`src/rtl/spi_bus_arbiter_if.sv`:
```
// Bundle of the per-handler SPI request lines and the shared SPI pins seen by the arbiter.
// The arbiter connects through the slave modport; the handlers (or a bench) use master.
interface spi_bus_arbiter_if #(
  parameter int NUM_REQ = 2
);
  logic [NUM_REQ-1:0] i_req;
  logic [NUM_REQ-1:0] o_grant;
  logic [NUM_REQ-1:0] i_req_cs_n;
  logic [NUM_REQ-1:0] i_req_si;
  logic               o_spi_cs_n;
  logic               o_spi_si;
  logic               o_busy;
  logic               o_timeout;

  modport slave (
    input  i_req, i_req_cs_n, i_req_si,
    output o_grant, o_spi_cs_n, o_spi_si, o_busy, o_timeout
  );

  modport master (
    output i_req, i_req_cs_n, i_req_si,
    input  o_grant, o_spi_cs_n, o_spi_si, o_busy, o_timeout
  );
endinterface

```
`src/rtl/spi_bus_arbiter.sv`:
```
// Round-robin owner arbitration and CS_n/SI muxing for a shared SPI bus, with an idle gap.
// Optional forced release after TIMEOUT_CYCLES of ownership when SPI_ARB_TIMEOUT_EN is defined.
module spi_bus_arbiter #(
  parameter int NUM_REQ        = 2,
  parameter int GAP_CYCLES     = 2,
  parameter int TIMEOUT_CYCLES = 4096
) (
  input  logic               i_sys_clk,
  input  logic               i_reset_n,
  spi_bus_arbiter_if.slave   bus
);

  localparam int IDX_W   = $clog2(NUM_REQ);
  localparam int CNT_MAX = (GAP_CYCLES > TIMEOUT_CYCLES) ? GAP_CYCLES : TIMEOUT_CYCLES;
  localparam int CNT_W   = $clog2(CNT_MAX + 1);

  typedef enum logic [1:0] {
    ST_IDLE,
    ST_GRANT,
    ST_RELEASE
  } state_e;

  state_e             state_q, state_d;
  logic [NUM_REQ-1:0] grant_q, grant_d;
  logic [IDX_W-1:0]   idx_q, idx_d;
  logic [IDX_W-1:0]   last_q, last_d;
  logic [CNT_W-1:0]   cnt_q, cnt_d;
  logic [NUM_REQ-1:0] eligible;
  logic               pick_found;
  logic [IDX_W-1:0]   pick_idx;
  logic [IDX_W-1:0]   cand_idx;
  logic               owner_done;

`ifdef SPI_ARB_TIMEOUT_EN
  logic [NUM_REQ-1:0] mask_q, mask_d;
  logic               timeout_q, timeout_d;

  // A timed-out handler stays out of arbitration until it lets go of its request.
  assign eligible = bus.i_req & ~mask_q;
`else
  assign eligible = bus.i_req;
`endif

  assign owner_done = !bus.i_req[idx_q] && bus.i_req_cs_n[idx_q];

  // Search starts just after the last owner, so a lone requester wraps back to itself.
  always_comb begin
    pick_found = 1'b0;
    pick_idx   = last_q;
    cand_idx   = '0;
    for (int k = 1; k <= NUM_REQ; k++) begin
      cand_idx = IDX_W'((int'(last_q) + k) % NUM_REQ);
      if (!pick_found && eligible[cand_idx]) begin
        pick_found = 1'b1;
        pick_idx   = cand_idx;
      end
    end
  end

  // NOTE: sequential state uses non-blocking assignments so every flop samples pre-edge values.
  always_ff @(posedge i_sys_clk or negedge i_reset_n) begin
    if (!i_reset_n) begin
      state_q   <= ST_IDLE;
      grant_q   <= '0;
      idx_q     <= '0;
      last_q    <= IDX_W'(NUM_REQ - 1);
      cnt_q     <= '0;
`ifdef SPI_ARB_TIMEOUT_EN
      mask_q    <= '0;
      timeout_q <= 1'b0;
`endif
    end else begin
      state_q   <= state_d;
      grant_q   <= grant_d;
      idx_q     <= idx_d;
      last_q    <= last_d;
      cnt_q     <= cnt_d;
`ifdef SPI_ARB_TIMEOUT_EN
      mask_q    <= mask_d;
      timeout_q <= timeout_d;
`endif
    end
  end

  // NOTE: every comb output gets a default first so no path can infer a latch.
  always_comb begin
    state_d = state_q;
    grant_d = grant_q;
    idx_d   = idx_q;
    last_d  = last_q;
    cnt_d   = cnt_q;
`ifdef SPI_ARB_TIMEOUT_EN
    mask_d    = mask_q & bus.i_req;
    timeout_d = 1'b0;
`endif
    unique case (state_q)
      ST_IDLE: begin
        if (pick_found) begin
          state_d           = ST_GRANT;
          grant_d           = '0;
          grant_d[pick_idx] = 1'b1;
          idx_d             = pick_idx;
          last_d            = pick_idx;
          cnt_d             = '0;
        end
      end
      ST_GRANT: begin
        if (owner_done) begin
          state_d = ST_RELEASE;
          grant_d = '0;
          cnt_d   = '0;
        end
`ifdef SPI_ARB_TIMEOUT_EN
        else if (cnt_q >= CNT_W'(TIMEOUT_CYCLES - 1)) begin
          state_d       = ST_RELEASE;
          grant_d       = '0;
          cnt_d         = '0;
          timeout_d     = 1'b1;
          mask_d[idx_q] = 1'b1;
        end else begin
          cnt_d = cnt_q + 1'b1;
        end
`endif
      end
      ST_RELEASE: begin
        if (cnt_q >= CNT_W'(GAP_CYCLES - 1)) begin
          state_d = ST_IDLE;
          cnt_d   = '0;
        end else begin
          cnt_d = cnt_q + 1'b1;
        end
      end
      default: begin
        state_d = ST_IDLE;
        grant_d = '0;
        cnt_d   = '0;
      end
    endcase
  end

  // Pins follow the registered owner only; an async reset drops GRANT and frees the bus at once.
  always_comb begin
    bus.o_grant    = grant_q;
    bus.o_busy     = (state_q != ST_IDLE);
    bus.o_spi_cs_n = 1'b1;
    bus.o_spi_si   = 1'b0;
    if (state_q == ST_GRANT) begin
      bus.o_spi_cs_n = bus.i_req_cs_n[idx_q];
      bus.o_spi_si   = bus.i_req_si[idx_q];
    end
`ifdef SPI_ARB_TIMEOUT_EN
    bus.o_timeout = timeout_q;
`else
    bus.o_timeout = 1'b0;
`endif
  end

endmodule

```
`src/flat_wrapper.sv`:
```
// flat-port wrapper written by rule: the top's interface ports become plain ports
module spi_bus_arbiter_flat 
#(
  parameter int NUM_REQ        = 2,
  parameter int GAP_CYCLES     = 2,
  parameter int TIMEOUT_CYCLES = 4096
)
  (i_sys_clk, i_reset_n, bus_i_req, bus_i_req_cs_n, bus_i_req_si, bus_o_grant, bus_o_spi_cs_n, bus_o_spi_si, bus_o_busy, bus_o_timeout);
  spi_bus_arbiter_if #(.NUM_REQ(NUM_REQ)) bus_i ();
  input  logic i_sys_clk;
  input  logic i_reset_n;
  input wire logic [$bits(bus_i.i_req)-1:0] bus_i_req;
  input wire logic [$bits(bus_i.i_req_cs_n)-1:0] bus_i_req_cs_n;
  input wire logic [$bits(bus_i.i_req_si)-1:0] bus_i_req_si;
  output wire logic [$bits(bus_i.o_grant)-1:0] bus_o_grant;
  output wire logic [$bits(bus_i.o_spi_cs_n)-1:0] bus_o_spi_cs_n;
  output wire logic [$bits(bus_i.o_spi_si)-1:0] bus_o_spi_si;
  output wire logic [$bits(bus_i.o_busy)-1:0] bus_o_busy;
  output wire logic [$bits(bus_i.o_timeout)-1:0] bus_o_timeout;
  assign bus_i.i_req = bus_i_req;
  assign bus_i.i_req_cs_n = bus_i_req_cs_n;
  assign bus_i.i_req_si = bus_i_req_si;
  assign bus_o_grant = bus_i.o_grant;
  assign bus_o_spi_cs_n = bus_i.o_spi_cs_n;
  assign bus_o_spi_si = bus_i.o_spi_si;
  assign bus_o_busy = bus_i.o_busy;
  assign bus_o_timeout = bus_i.o_timeout;
  spi_bus_arbiter #(.NUM_REQ(NUM_REQ), .GAP_CYCLES(GAP_CYCLES), .TIMEOUT_CYCLES(TIMEOUT_CYCLES)) u_core (.i_sys_clk(i_sys_clk), .i_reset_n(i_reset_n), .bus(bus_i));
endmodule
```
`config.mk`:
```
export PLATFORM = sky130hd
export DESIGN_NAME = spi_bus_arbiter_flat
export DESIGN_NICKNAME = d
export VERILOG_FILES = /design/src/rtl/spi_bus_arbiter_if.sv /design/src/rtl/spi_bus_arbiter.sv /design/src/flat_wrapper.sv
export SDC_FILE = /design/constraint.sdc
export NUM_CORES = 1
export LEC_CHECK = 0
export ABC_CLOCK_PERIOD_IN_PS = 1760
export CAP_MARGIN = 20
export CORE_MARGIN = 1.5
export CORE_UTILIZATION = 47
export CTS_CLUSTER_DIAMETER = 40
export DETAILED_ROUTE_END_ITERATION = 8
export PLACE_DENSITY = 0.75
export SYNTH_ARGS = -nofsm -noshare
export SYNTH_HDL_FRONTEND = slang
export SYNTH_SLANG_ARGS = --single-unit
```
`constraint.sdc`:
```
create_clock -name i_sys_clk -period 1.76 [get_ports i_sys_clk]
set_clock_uncertainty 0.2 [all_clocks]
set_input_delay 0.264 -clock i_sys_clk [delete_from_list [all_inputs] [get_ports i_sys_clk]]
set_output_delay 0.264 -clock i_sys_clk [all_outputs]
set_load 0.01 [all_outputs]
```
# --- Yosys cells after proc, flatten, opt, wreduce, memory -nomap -nowiden ---
# Index checks and enable logic that the tools add are counted.
# W data, S select, Z words.
word_totals:
  regBits: 19
  output_inout_bits: 6
classes:
  add_sub_neg: 3
  n_lt_le_gt_ge: 6
  n_eq_ne: 5
  muxes: 29
  bitwise_logic: 1
  reduce_logical: 11
ops:
  columns: ["cell", "n"]
  rows:
  - ["$mux W13", 3]
  - ["$pmux W13 S3", 1]
  - ["$mux W1", 17]
  - ["$add A13 B1 Y13 const B", 1]
  - ["$ge A13 B1 Y1 const B", 1]
  - ["$pmux W2 S3", 2]
  - ["$mux W2", 5]
  - ["$lt A1 B2 Y1 const B", 4]
  - ["$ne A2 B1 Y1 const B", 3]
  - ["$reduce_and A3 Y1", 2]
  - ["$reduce_and A2 Y1", 2]
  - ["$logic_and A1 B1 Y1", 3]
  - ["$add A1 B1 Y1 const B", 2]
  - ["$eq A2 B1 Y1 const B", 1]
  - ["$eq A2 B2 Y1 const B", 1]
  - ["$logic_not A1 Y1", 2]
  - ["$logic_not A2 Y1", 1]
  - ["$reduce_bool A2 Y1", 1]
  - ["$demux W1 S1", 1]
  - ["$ge A1 B1 Y1 const B", 1]
  - ["$not A1 Y1", 1]

# --- Depth between registers and ports, before layout ---
depth:
  word_depth: 13
  mapped_depth: 7
  ltp_nobuf: 6

# --- Least setup slack after synthesis ---
# Ideal clock, no wire load.
synth_timing:
  path_kind: "register to register"
  start: "register u_core.cnt_q[0]"
  end: "register u_core.cnt_q[7]"
  setup_ps: 72
  t_arrival_ps: 1392
  t_required_ps: 1488
  setup_slack_ps: 96
  stages_incl_launch_ff: 7
  n_path_buf: 1
  cell_sequence: "dfrtp_1 > ha_1 > nor4b_4 > nand4_2 > and2_4 > buf_6 > nor2_1"
synth_between:
  elab_chain_len: 3
  word_cells_on_any_way: 4
  classes_between: "add/sub: 1; order compare: 1; mux: 2"
synth_rtl:
  columns: ["element", "line", "text"]
  rows:
  - ["from (decl)", "spi_bus_arbiter.sv:27", "logic [CNT_W-1:0] cnt_q, cnt_d;"]
  - ["from (signal assigned)", "spi_bus_arbiter.sv:77", "cnt_q <= cnt_d;"]
  - ["$add A13 B1 Y13 / $ge A13 B1 Y1 (equally long branches)", "spi_bus_arbiter.sv:130, spi_bus_arbiter.sv:126", null]
  - ["$mux W13 (*)", "spi_bus_arbiter.sv:126", "if (cnt_q >= CNT_W'(GAP_CYCLES - 1)) begin"]
  - ["$pmux W13 S3 (*)", "spi_bus_arbiter.sv:96", "unique case (state_q)"]
# Mark *: on every way between the ends. The rest lies on a longest branch, timed or not.
# A chain may end at the register's enable or synchronous reset.

# --- Worst setup path in the final report ---
layout_timing:
  start: "register u_core.idx_q"
  end: "output port bus_o_spi_cs_n"
layout_between:
  elab_chain_len: 3
layout_rtl:
  columns: ["element", "line", "text"]
  rows:
  - ["from (decl)", "spi_bus_arbiter.sv:25", "logic [IDX_W-1:0] idx_q, idx_d;"]
  - ["from (signal assigned)", "spi_bus_arbiter.sv:75", "idx_q <= idx_d;"]
  - ["$mux W1 (implied by the code) (2 in series)", "spi_bus_arbiter.sv:148", "bus.o_spi_cs_n = bus.i_req_cs_n[idx_q];"]
  - ["$mux W1", "spi_bus_arbiter.sv:147", "if (state_q == ST_GRANT) begin"]
  - ["to (decl)", "flat_wrapper.sv:16", "output wire logic [$bits(bus_i.o_spi_cs_n)-1:0] bus_o_spi_cs_n;"]
# No other way between the ends. The select of a mux whose other input is x is not followed.

==> flow_summary_export.csv <==
group,metric,value,unit
run_status,status,"finished clean",
placed_design,dpl_cell_area,0.00122,mm2
die,rows,16,
setup_path,endpoint_kind,"output port",
clock_tree,clk_latency,0.29,ns
routing,antenna_left,0,
timing,hold_viol,0,
job,drv_cap,0,
placed_design,routabilityCongestion,0.847,
synth,yosys_warnings,0,
clock_tree,clkSinkCount,19,
finish,fin_nets,134,
grt,overflow,0,
finish,regArea,478,um2
timing,rsz0062_at_grt,"true",
synth,synth_flop_cell,"dfrtp_1",
timing,final-max-slew-violation-count,0,
timing,finalSetupViolCount,0,
min_path,hold_path_class,"in -> async",
setup_path,path_class,"reg -> out",
placed_design,portBuffers,12,
setup_path,r2r_slack,0.07,ns
synth,yosysSeqAreaShare,47.2,%
clock_tree,ctsHoldBuffers,0,
routing,first_pass_iters,4,
die,start_util,50.5,%
grt,grt_max_degree,20,
clock_tree,cts_tree,"yes",
synth,postSynthAreaPerCell,10.6,um2
routing,drc,0,
clock_tree,clk_path_buf_depth,2,
timing,final.period_utilization,97.4,%
grt,grt_pass1_wl,3760,um
finish,num_antenna_cells,0,
die,die_x,49.4,um
grt,first_global_vias,885,
routing,vias_per_cell,5.79,
grt,grt.total_usage,19.6,%
setup_path,r2r-end,"u_core.cnt_q[8]",
die,core_area,0.00200,mm2
clock_tree,cts_root_buffer,"clkbuf_4",
routing,drt_wl_total,2370,um
clock_tree,cts_buffers,3,
routing,vias,868,
synth,synth_cell_types,36,
finish,layout-drive-gt1-share,34.1,%
pwr,ir_drop,0.829,mV
timing,fmax,583,MHz
placed_design,dp_slack,-0.206,ns
pwr,power_density,1270,mW/mm2
setup_path,worst_setup_path_start_kind,"register",
setup_path,cp_data_required_time,1.30,ns
clock_tree,clk_pin_slew,0.10,ns
routing,drt-wirelength-per-cell,15.8,um
synth,postSynthNetCount,105,
setup_path,reg2reg_from,"u_core.state_q[0]",
synth,synthCells,95,
synth,synth-seq-cells,19,
placed_design,hpwlAfterDp,1490,um
setup_path,arrival,1.25,ns
routing,dr.first_iter.drc_count,14,
synth,synth-edff-count,0,
setup_path,reg2reg_depth,7,
setup_path,path_max_fanout,7,
timing,fin_crit,1.71,ns
synth,syn_area,0.00101,mm2
finish,finish.instance_area,0.00134,mm2
timing,setup_ws,0.0461,ns
finish,area_growth,32.9,%
timing,fin_tns_setup,0,ns
finish,multi_input_area,538,um2
grt,antenna_found_initial,0,
synth,synth-async-reset-ratio,100,%
finish,fill_cells,161,
die,pin_count,14,
die,die_h,49.4,um
die,die_area,0.00244,mm2
clock_tree,htreeDepth,1,
pwr,p_leak,0.591,nW
## cell usage after synthesis, types with 2 or more instances
| cell type | n | area, um2 |
|---|---|---|
| o21ai_0 | 2 | 10.0 |
| nor2_1 | 10 | 37.5 |
| dfrtp_1 | 18 | 450 |
| a41oi_1 | 8 | 70.1 |
| ha_1 | 2 | 25.0 |
| nor2_2 | 5 | 31.3 |
| o22ai_1 | 3 | 18.8 |
| buf_4 | 3 | 22.5 |
| and3_1 | 5 | 31.3 |
| a31oi_1 | 2 | 12.5 |
| nor4_2 | 2 | 25.0 |
| inv_1 | 6 | 22.5 |
| a21oi_1 | 4 | 20.0 |
| nand2_1 | 3 | 11.3 |
## metal layers
metal  GRT usage, %  wire length (um)  part of all wire, %  vias to the layer above
met5              0                 0                    0                        -
met4           7.41                35                  1.5                        0
met3           3.07                96                  4.0                        4
met2           34.7              1240                   52                       26
met1           23.9               997                   42                      428
li1               -                 -                    -                      410
## worst max path at each step
stage | startpoint | endpoint | slack (ns)
global route | u_core.state_q[0] | u_core.cnt_q[1] | -0.02
global placement | bus_i_req_cs_n[0] | bus_o_spi_cs_n | -0.20
detailed placement | bus_i_req_cs_n[0] | bus_o_spi_cs_n | -0.21
finish | u_core.idx_q | bus_o_spi_cs_n | 0.05
CTS | u_core.state_q[1] | bus_o_spi_cs_n | -0.06
floorplan | u_core.cnt_q[0] | u_core.cnt_q[7] | 0.1
## stage by stage
stage | utilization, % | hold slack, ns | power, mW | cells
detailed placement | 61.1 | 0.331 | 1.34 | 142
finish | 67.1 | 0.0946 | 1.71 | 150
global route | 67.1 | 0.123 | 1.83 | 150
global placement | 61.1 | 0.317 | 1.32 | 142
CTS | 63.9 | 0.0979 | 1.61 | 149
floorplan | - | -0.232 | 1.06 | 95
## power by group
part | leakage [nW] | total (mW) | internal (mW) | switching [mW]
logic | 0.324 | 0.921 | 0.467 | 0.455
clock network | 0.0150 | 0.218 | 0.0883 | 0.130
registers | 0.253 | 0.574 | 0.518 | 0.0563
total | 0.591 | 1.71 | 1.07 | 0.641
## layout make-up
| type | count | area share (%) |
|---|---|---|
| sequential | 19 | 35.6 |
| multi-input combinational | 66 | 40.0 |
| tap | 27 | 2.51 |
| clock buffer | 4 | 1.96 |
| timing repair buffer | 28 | 18.2 |
| inverter | 6 | 1.68 |
## registers in the layout, summed over array words and instances (netlist names)
| signal | flops |
|---|---|
| u_core.idx_q | 1 |
| u_core.bus.o_grant | 2 |
| u_core.state_q | 2 |
| u_core.cnt_q | 13 |
| u_core.last_q | 1 |
## what timing repair did
| action | 4_1_cts | 5_1_grt |
|---|---|---|
| setup endpoints to repair | 3 | 14 |
| resized for setup | 8 | 13 |
| cloned | 0 | 1 |
| setup buffers | 3 | 0 |
| pin swaps | 0 | 2 |
## worst max-delay path, stage by stage, from the launching register on
cell and delay [ns]:
dfrtp_2 0.44, buf_6 0.14, a211o_1 0.24, buf_2 0.14
## logic make-up after synthesis
kind of cell,Yosys count,share of synthesized area (%)
and+or+nand+nor,35,24.1
adders and majority gates,2,2.47
buffers and inverters,11,6.06
muxes,2,2.10
other,1,0.371
AOI/OAI and AO/OA,25,17.7
DFF,19,47.2
## layout by cell type (no fill, tap or decap), types with 2 or more instances in the layout
cell type and instances:
clkbuf_4 3, a41oi_1 4, nor2_2 6, clkdlybuf4s50_1 9
a21oi_1 4, o22ai_1 3, a41oi_2 4, nand2_1 3
buf_6 3, inv_1 6, nor2_1 8, o21ai_0 2
buf_4 13, and3_1 5, and2_4 2, ha_1 2
a31oi_1 2, dfrtp_1 17
(Power assumes the default switching activity.)
